--- src/rtl/stream_mux_rr.sv ---
// N:1 streaming mux with a one-entry registered output, valid/ready handshake,
// and either fixed-select or round-robin channel selection.

module stream_mux_rr_lane #(
  parameter int SEL_W = 3,
  parameter int IDX   = 0
) (
  input  logic             load_en,
  input  logic             grant_hit,
  input  logic             in_valid,
  input  logic [SEL_W-1:0] g,
  output logic             in_ready
);
  assign in_ready = load_en && grant_hit && in_valid && (g == SEL_W'(IDX));
endmodule

module stream_mux_rr #(
  parameter int WIDTH    = 8,
  parameter int CHANNELS = 8,
  parameter int SEL_W    = $clog2(CHANNELS)
) (
  input  logic                      clk,
  input  logic                      rst_n,
  input  logic [CHANNELS*WIDTH-1:0] in_data,
  input  logic [CHANNELS-1:0]       in_valid,
  output logic [CHANNELS-1:0]       in_ready,
  input  logic                      mode,
  input  logic [SEL_W-1:0]          sel,
  output logic [WIDTH-1:0]          out_data,
  output logic                      out_valid,
  input  logic                      out_ready,
  output logic [SEL_W-1:0]          out_ch
);
  logic [CHANNELS-1:0][WIDTH-1:0] ch_data;
  logic [WIDTH-1:0]               out_data_q, out_data_d;
  logic                           out_valid_q, out_valid_d;
  logic [SEL_W-1:0]               out_ch_q, out_ch_d;
  logic [SEL_W-1:0]               rr_ptr_q, rr_ptr_d;
  logic [SEL_W-1:0]               g;
  logic [SEL_W:0]                 idx;
  logic                           grant_hit, load_en, accept;

  assign ch_data = in_data;
  // Gated with rst_n so no handshake can be offered while reset is held.
  assign load_en = rst_n && (!out_valid_q || out_ready);
  assign accept  = load_en && grant_hit;

  always_comb begin
    grant_hit = 1'b0;
    g         = '0;
    idx       = '0;
    if (!mode) begin
      if ({1'b0, sel} < (SEL_W+1)'(CHANNELS)) begin
        g         = sel;
        grant_hit = in_valid[sel];
      end
    end else begin
      // Scan from rr_ptr with an explicit wrap so non-power-of-2 counts work.
      for (int i = 0; i < CHANNELS; i++) begin
        idx = {1'b0, rr_ptr_q} + (SEL_W+1)'(i);
        if (idx >= (SEL_W+1)'(CHANNELS)) idx = idx - (SEL_W+1)'(CHANNELS);
        if (!grant_hit && in_valid[idx[SEL_W-1:0]]) begin
          grant_hit = 1'b1;
          g         = idx[SEL_W-1:0];
        end
      end
    end
  end

  generate
    for (genvar k = 0; k < CHANNELS; k++) begin : g_lane
      stream_mux_rr_lane #(.SEL_W(SEL_W), .IDX(k)) u_lane (
        .load_en  (load_en),
        .grant_hit(grant_hit),
        .in_valid (in_valid[k]),
        .g        (g),
        .in_ready (in_ready[k])
      );
    end
  endgenerate

  always_comb begin
    out_valid_d = out_valid_q;
    out_data_d  = out_data_q;
    out_ch_d    = out_ch_q;
    rr_ptr_d    = rr_ptr_q;
    if (load_en) begin
      out_valid_d = grant_hit;
      if (grant_hit) begin
        out_data_d = ch_data[g];
        out_ch_d   = g;
      end
    end
    if (accept && mode)
      rr_ptr_d = (g == SEL_W'(CHANNELS-1)) ? '0 : g + 1'b1;
  end

  always_ff @(posedge clk or negedge rst_n) begin
    if (!rst_n) begin
      out_valid_q <= 1'b0;
      out_data_q  <= '0;
      out_ch_q    <= '0;
      rr_ptr_q    <= '0;
    end else begin
      out_valid_q <= out_valid_d;
      out_data_q  <= out_data_d;
      out_ch_q    <= out_ch_d;
      rr_ptr_q    <= rr_ptr_d;
    end
  end

  assign out_data  = out_data_q;
  assign out_valid = out_valid_q;
  assign out_ch    = out_ch_q;
endmodule

--- config.mk ---
export PLATFORM = sky130hd
export DESIGN_NAME = stream_mux_rr
export DESIGN_NICKNAME = d
export VERILOG_FILES = /design/src/rtl/stream_mux_rr.sv
export SDC_FILE = /design/constraint.sdc
export NUM_CORES = 1
export LEC_CHECK = 0
export ABC_AREA = 0
export CAP_MARGIN = 20
export CORE_MARGIN = 8
export CORE_UTILIZATION = 43
export DETAILED_ROUTE_END_ITERATION = 10
export HOLD_SLACK_MARGIN = 0.02
export MAX_ROUTING_LAYER = met4
export PLACE_DENSITY = 0.79
export RECOVER_POWER = 100
export SETUP_SLACK_MARGIN = 0.5
export SYNTH_ARGS = -nofsm -noshare
export SYNTH_HDL_FRONTEND = slang
export SYNTH_SLANG_ARGS = --single-unit
--- constraint.sdc ---
create_clock -name clk -period 4.67 [get_ports clk]
set_input_delay 0.934 -clock clk [delete_from_list [all_inputs] [get_ports clk]]
set_output_delay 0.934 -clock clk [all_outputs]
set_load 0.01 [all_outputs]
==> results of run 1 <==
==> sequential cells by signal (all words and copies together), names as in the netlist <==
name	flops
out_ch	3
out_data	8
out_valid	1
rr_ptr_q	3
==> worst reg2reg max path: stages, from the launching register on <==
cell and delay [ps]:
dfrtp_1 720, xor2_1 510, mux2i_2 320, buf_4 180, nor3_4 30, o211a_1 240, o221ai_2 210, o2111ai_1 170
o211ai_1 240, buf_4 210, clkbuf_4 120, clkbuf_1 150, and2_0 530, o211ai_1 240, o211a_1 170
==> power by group through the flow <==
stage          logic (W)  registers (W)  clock network [W]
3_5_place_dp     0.00248       0.000247                  0
6_report         0.00309       0.000254           0.000116
2_1_floorplan    0.00167       0.000250                  0
3_3_place_gp     0.00240       0.000246                  0
4_1_cts          0.00284       0.000248           0.000111
5_1_grt          0.00326       0.000260           0.000121
==> final cells by class <==
class / count / area, µm² / share of cell area
clock buffers: 4 / 45.04 / 0.009314
inverters: 10 / 45.04 / 0.009314
multi-input cells: 269 / 2577 / 0.5330
flip-flops and latches: 15 / 376.6 / 0.07788
well taps: 80 / 100.1 / 0.02070
repair buffers: 186 / 1692 / 0.3498
==> metal layers <==
layer  share of wire  wire length, µm  up-vias  global-route usage
met4           0.044              565        0             0.07334
li1                -                -     1591                   -
met1            0.40             5084     1756              0.2902
met5               0                0        -                   -
met2            0.50             6415      197              0.3843
met3           0.053              669       52             0.03352
==> path summary, 6_finish.rpt <==
kind	endpoint	startpoint
worst min register to register	out_data[2]	out_data[2]
worst min-delay path	out_data[2]	out_data[2]
worst max-delay path	in_ready[6]	in_valid[4]
max in group asynchronous	rr_ptr_q[0]	rst_n
min in group asynchronous	out_ch[1]	rst_n
worst max register to register	out_data[2]	rr_ptr_q[2]
==> cell usage after synthesis (2+ instances only) <==
cell type,instances
nor3_1,2
nand2b_1,2
mux2_2,7
buf_1,3
nor2b_1,4
o221ai_1,9
dfrtp_1,15
buf_4,11
a311oi_1,2
nand2_1,29
a21oi_1,8
a22oi_1,8
mux4_2,14
or2_1,3
o211a_1,17
buf_2,6
and3_1,11
buf_6,6
ha_1,6
xnor2_1,2
nor2_1,14
nand3_1,13
a211oi_1,2
and2_1,2
buf_8,2
clkbuf_1,8
o21ai_0,3
xor2_1,3
mux2i_1,56
inv_1,10
o211ai_1,10
o2bb2ai_1,17
==> cell usage in the layout, fill, tap and decap left out, types with 5 or more instances in the layout <==
cell | netlist | layout
mux4_2 | 14 | 14
dfrtp_1 | 15 | 14
a21oi_1 | 8 | 6
o2bb2ai_1 | 17 | 17
dlygate4sd3_1 | 0 | 13
and3_4 | 0 | 10
o221ai_1 | 9 | 8
a22oi_1 | 8 | 8
inv_1 | 10 | 6
nor2_1 | 14 | 14
o211ai_1 | 10 | 10
nand3_1 | 13 | 12
ha_4 | 0 | 5
o211a_1 | 17 | 17
buf_4 | 11 | 74
mux2i_1 | 56 | 53
buf_6 | 6 | 21
clkdlybuf4s50_1 | 0 | 67
clkbuf_1 | 8 | 5
nand2_1 | 29 | 28
==> logic make-up (layout without fill, tap and decap cells) <==
kind of cell	count (synthesis)	in the layout	synth area share
buffers and inverters	46	200	0.09686
AND/OR/NAND/NOR	87	87	0.1442
AO/OA/AOI/OAI	91	91	0.2562
XOR/XNOR	5	5	0.01468
adder cells (fa/ha/maj)	6	6	0.02516
flip-flops	15	15	0.1258
multiplexers	80	80	0.3371
==> stage by stage <==
step | TNS [ps] | instances | instance area [µm²]
2_1_floorplan | 0 | 330 | 3089
3_3_place_gp | -4389 | 529 | 4334
3_5_place_dp | -5273 | 530 | 4342
4_1_cts | 0 | 557 | 4677
5_1_grt | 0 | 564 | 4836
6_report | 0 | 564 | 4836
==> what timing repair did <==
item / in CTS / in global routing
setup buffers: 23 / 7
resized for setup: 110 / 31
hold buffers: 0 / 0
setup endpoints to repair: 16 / 8
cloned: 0 / 0
endpoints found under the hold margin: 0 / 0
pin swaps: 20 / 15
==> flow_metrics.env, run 1 <==
export IMPL_run_status="complete, no violations"
export IMPL_endpoint_kind="primary output"
export IMPL_ant_nets=0
export IMPL_htreeDepth=1
export IMPL_hold_path_class="flop to flop"
export IMPL_power_total_w=0.003460
export IMPL_vias=3596
export IMPL_internal_power_w=0.001836
export IMPL_path_clk_slew_ps=60
export IMPL_fillCellCount=433
export IMPL_syn_inst=330
export IMPL_timing_fmax_mhz=218.8
export IMPL_netlist_top_cell_by_area="mux2i_1"
export IMPL_crit_required_ps=3740
export IMPL_p_per_area_nw_per_um2=715.5
export IMPL_avgSynthCellArea_um2=9.043
export IMPL_max_vdd_ir_drop_uv=404.8
export IMPL_final_max_slew_violation_count=0
export IMPL_synth_edf_count=0
export IMPL_hold_violations=0
export IMPL_worst_setup_path_type="input port to primary output"
export IMPL_clock_path_buffers=2
export IMPL_final_setup_viol_count=0
export IMPL_p_sw_w=0.001624
export IMPL_drt_iter0_drc=311
export IMPL_timing_final_ws_setup_ps=98.74
export IMPL_drc=0
export IMPL_fin_hold_ws_ps=522.3
export IMPL_numCtsBuffers=3
export IMPL_swShare=0.4694
export IMPL_crit_arrival_ps=3640
export IMPL_netlist_area_leader_share=0.1878
export IMPL_critical_path_buf_inv_count=4
export IMPL_period_needed_ps=4571
export IMPL_track_usage=0.2342
export IMPL_crit_path_start_kind="input port"
export IMPL_crit_path_max_fanout=7
export IMPL_insertion_delay_ps=260
export IMPL_clock_root_buffer="clkbuf_8"
export IMPL_grt_pass1_wl_um=18450
export IMPL_min_period_over_period=0.9789
export IMPL_ff2ff_setup_slack_ps=540
export IMPL_ys_ff_latch=15
export IMPL_yosysSeqAreaShare=0.1258
export IMPL_combPwrFrac=0.893
export IMPL_cap_violations=0
export IMPL_cp_top_family="simple AND/OR/NAND/NOR gates"
export IMPL_slew_headroom=0.3754
export IMPL_fin_util=0.7157
export IMPL_initial_core_util=0.4417
export IMPL_place_ws_ps=-693.8
export IMPL_die_area_um2=9861
export IMPL_crit_path_max_incr_delay_ps=450
export IMPL_fp_dieH_um=99.31
export IMPL_syn_num_nets=415
export IMPL_core_um2=6756
export IMPL_hold_depth=1
export IMPL_grt_pass1_vias=3533
export IMPL_place_congestion=0.9479
export IMPL_dp_hpwl_um=8405
export IMPL_antenna_cells=0
export IMPL_io_pins=99
export IMPL_clock_sinks=15
export IMPL_cts_tree="yes"
export IMPL_overflow=0
export IMPL_via_per_inst=6.376
export IMPL_final_nets=570
export IMPL_fin_worst_skew_ps=16.35
export IMPL_ys_flop_type="dfrtp_1"
export IMPL_grt_setup_unrepaired="true"
export IMPL_syn_cell_area_um2=2984
export IMPL_wl_per_cell_um=22.58
export IMPL_numPortBuffers=98
export IMPL_cp_cell_sequence="buf_12 > clkbuf_4 > mux4_2 > mux2i_1 > and3_4 > nand3b_1 > a22o_1 > or2_0 > a21boi_4 > clkbuf_1 > ha_4 > and3_4 > buf_6"
export IMPL_synth_distinct_cells=57
export IMPL_slowest_stage="mux4_2"
export IMPL_layout_area_overhead_vs_synth_pct=62.05
export IMPL_worst_pin_slew_ps=937.0
export IMPL_layout_drive_gt1_share=0.3636
export IMPL_synth_async_sr_flop_share=1.000
export IMPL_die_x_um=99.31
export IMPL_antenna_found_initial=0
export IMPL_seqPwrFrac=0.073
export IMPL_reg2reg_depth=14
export IMPL_drtPass1Iterations=5
export IMPL_synthTopCellsByArea="mux2i_1, dfrtp_1, mux4_2"
export IMPL_row_count=30
export IMPL_crit_top_cell="and3_4"
export IMPL_synth_warnings=0
export IMPL_crit_cells=13
export IMPL_wirelength_um=12730
export IMPL_leakagePower_nw=2.135
export IMPL_power_clock_fraction=0.033
export IMPL_grt_max_degree=34
(Power assumes the default switching activity.)
==> run 2: changes to the inputs <==
CTS_BUF_LIST = sky130_fd_sc_hd__clkbuf_16   (was not set)
==> flow_metrics.env, run 2 (synthesis results as in run 1) <==
export IMPL_run_status="complete, no violations"
export IMPL_final_setup_viol_count=0
export IMPL_path_clk_slew_ps=60
export IMPL_leakagePower_nw=2.163
export IMPL_ff2ff_setup_slack_ps=230
export IMPL_grt_setup_unrepaired="true"
export IMPL_timing_fmax_mhz=219.9
export IMPL_dp_hpwl_um=8405
export IMPL_initial_core_util=0.4417
export IMPL_fp_dieH_um=99.31
export IMPL_place_congestion=0.9479
export IMPL_numPortBuffers=98
export IMPL_die_x_um=99.31
export IMPL_hold_violations=0
export IMPL_layout_drive_gt1_share=0.3737
export IMPL_cap_violations=0
export IMPL_worst_setup_path_type="flop to primary output"
export IMPL_period_needed_ps=4547
export IMPL_numCtsBuffers=3
export IMPL_reg2reg_depth=14
export IMPL_htreeDepth=1
export IMPL_track_usage=0.2365
export IMPL_max_vdd_ir_drop_uv=472.3
export IMPL_endpoint_kind="primary output"
export IMPL_clock_sinks=15
export IMPL_fin_setup_tns_ps=0
export IMPL_wl_per_cell_um=22.51
export IMPL_power_total_w=0.003619
export IMPL_clock_root_buffer="clkbuf_16"
export IMPL_via_per_inst=6.384
export IMPL_insertion_delay_ps=250
export IMPL_hold_depth=2
export IMPL_holdBufCountCts=0
export IMPL_p_per_area_nw_per_um2=740.9
export IMPL_final_common_cell="buf_4"
export IMPL_io_pins=99
export IMPL_vias=3620
export IMPL_layout_area_overhead_vs_synth_pct=63.69
export IMPL_drc=0
export IMPL_hold_path_class="flop to flop"
export IMPL_largest_reg_flops=8
export IMPL_drtPass1Iterations=5
export IMPL_ant_nets=0
export IMPL_slew_headroom=0.3501
export IMPL_grt_pass1_wl_um=18530
export IMPL_final_max_slew_violation_count=0
export IMPL_grt_max_degree=34
export IMPL_die_area_um2=9861
export IMPL_layout_common_cells="buf_4, clkdlybuf4s50_1, mux2i_1, nand2_1, buf_6"
export IMPL_cts_tree="yes"
export IMPL_wirelength_um=12760
export IMPL_crit_path_start_kind="flop"
export IMPL_row_count=30
export IMPL_dp_cells=530
export IMPL_min_to="out_ch[2]"
export IMPL_timing_rr_start="rr_ptr_q[0]"
export IMPL_final_cells=567
export IMPL_worst_pin_slew_ps=974.8
export IMPL_final_nets=573
export IMPL_hold_start="out_ch[2]"
export IMPL_clock_path_buffers=2
export IMPL_drt_iter0_drc=304
export IMPL_min_period_over_period=0.9736
export IMPL_antenna_cells=0
export IMPL_crit_required_ps=3740
export IMPL_core_um2=6756
export IMPL_overflow=0
export IMPL_crit_path_max_fanout=7
export IMPL_crit_reg2reg_capture="out_data[2]"
export IMPL_fin_worst_skew_ps=7.795
export IMPL_critPathLaunch="rr_ptr_q[0]"
export IMPL_grt_pass1_vias=3525
export IMPL_antenna_found_initial=0
export IMPL_crit_arrival_ps=3610
-- run 2: routing by layer --
| layer | track usage | vias to the layer above | share of wire |
|---|---|---|---|
| li1 | - | 1596 | - |
| met1 | 0.2854 | 1760 | 0.40 |
| met2 | 0.3884 | 214 | 0.49 |
| met3 | 0.03980 | 50 | 0.066 |
| met4 | 0.08498 | 0 | 0.046 |
| met5 | - | - | 0 |
-- run 2: worst max path at each step --
stage	cells past startpoint	to	slack, ps
6_report	15	in_ready[1]	120
5_1_grt	15	in_ready[1]	3
4_1_cts	14	in_ready[3]	300
3_5_place_dp	14	in_ready[6]	-690
3_3_place_gp	13	in_ready[6]	-570
2_1_floorplan	13	in_ready[0]	320
-- run 2: cell type report --
cell class	instances	area [µm²]
Multi-Input combinational cell	269	2586
Fill cell	438	1872
Timing Repair Buffer	189	1695
Sequential cell	15	376.6
Tap cell	80	100.1
Clock buffer	3	75.07
Inverter	10	47.55
Clock inverter	1	3.754
-- run 2: per-stage QoR --
step	setup WS, ps	hold slack [ps]	util	cell area, µm²
detailed placement	-693.8	506.7	0.6426	4342
floorplan	315.3	535.1	-	3089
CTS	298.2	522.0	0.6972	4711
global placement	-567.0	488.5	0.6415	4334
global route	2.829	522.1	0.7230	4885
finish	123.5	502.2	0.7230	4885
-- run 2: what timing repair did --
action                     4_1_cts  5_1_grt
pin swaps                       20       15
setup endpoints to repair       16        8
resized for setup              110       27
buffers inserted                23       10
-- run 2: worst max-delay path, stage by stage (launching register included) --
cell and delay [ps]:
dfrtp_2 450, inv_4 70, ha_4 340, buf_6 140, mux4_2 400, mux2i_2 280
buf_4 180, nor3_2 40, o211a_1 230, o221ai_2 200, o2111ai_2 160, o211ai_1 240
buf_4 220, ha_4 150, and3_4 170, buf_6 90
-- run 2: power by group --
group          internal, W  switching (W)
Clock             0.000114      0.0000584
Combinational      0.00166        0.00153
Sequential        0.000192      0.0000647
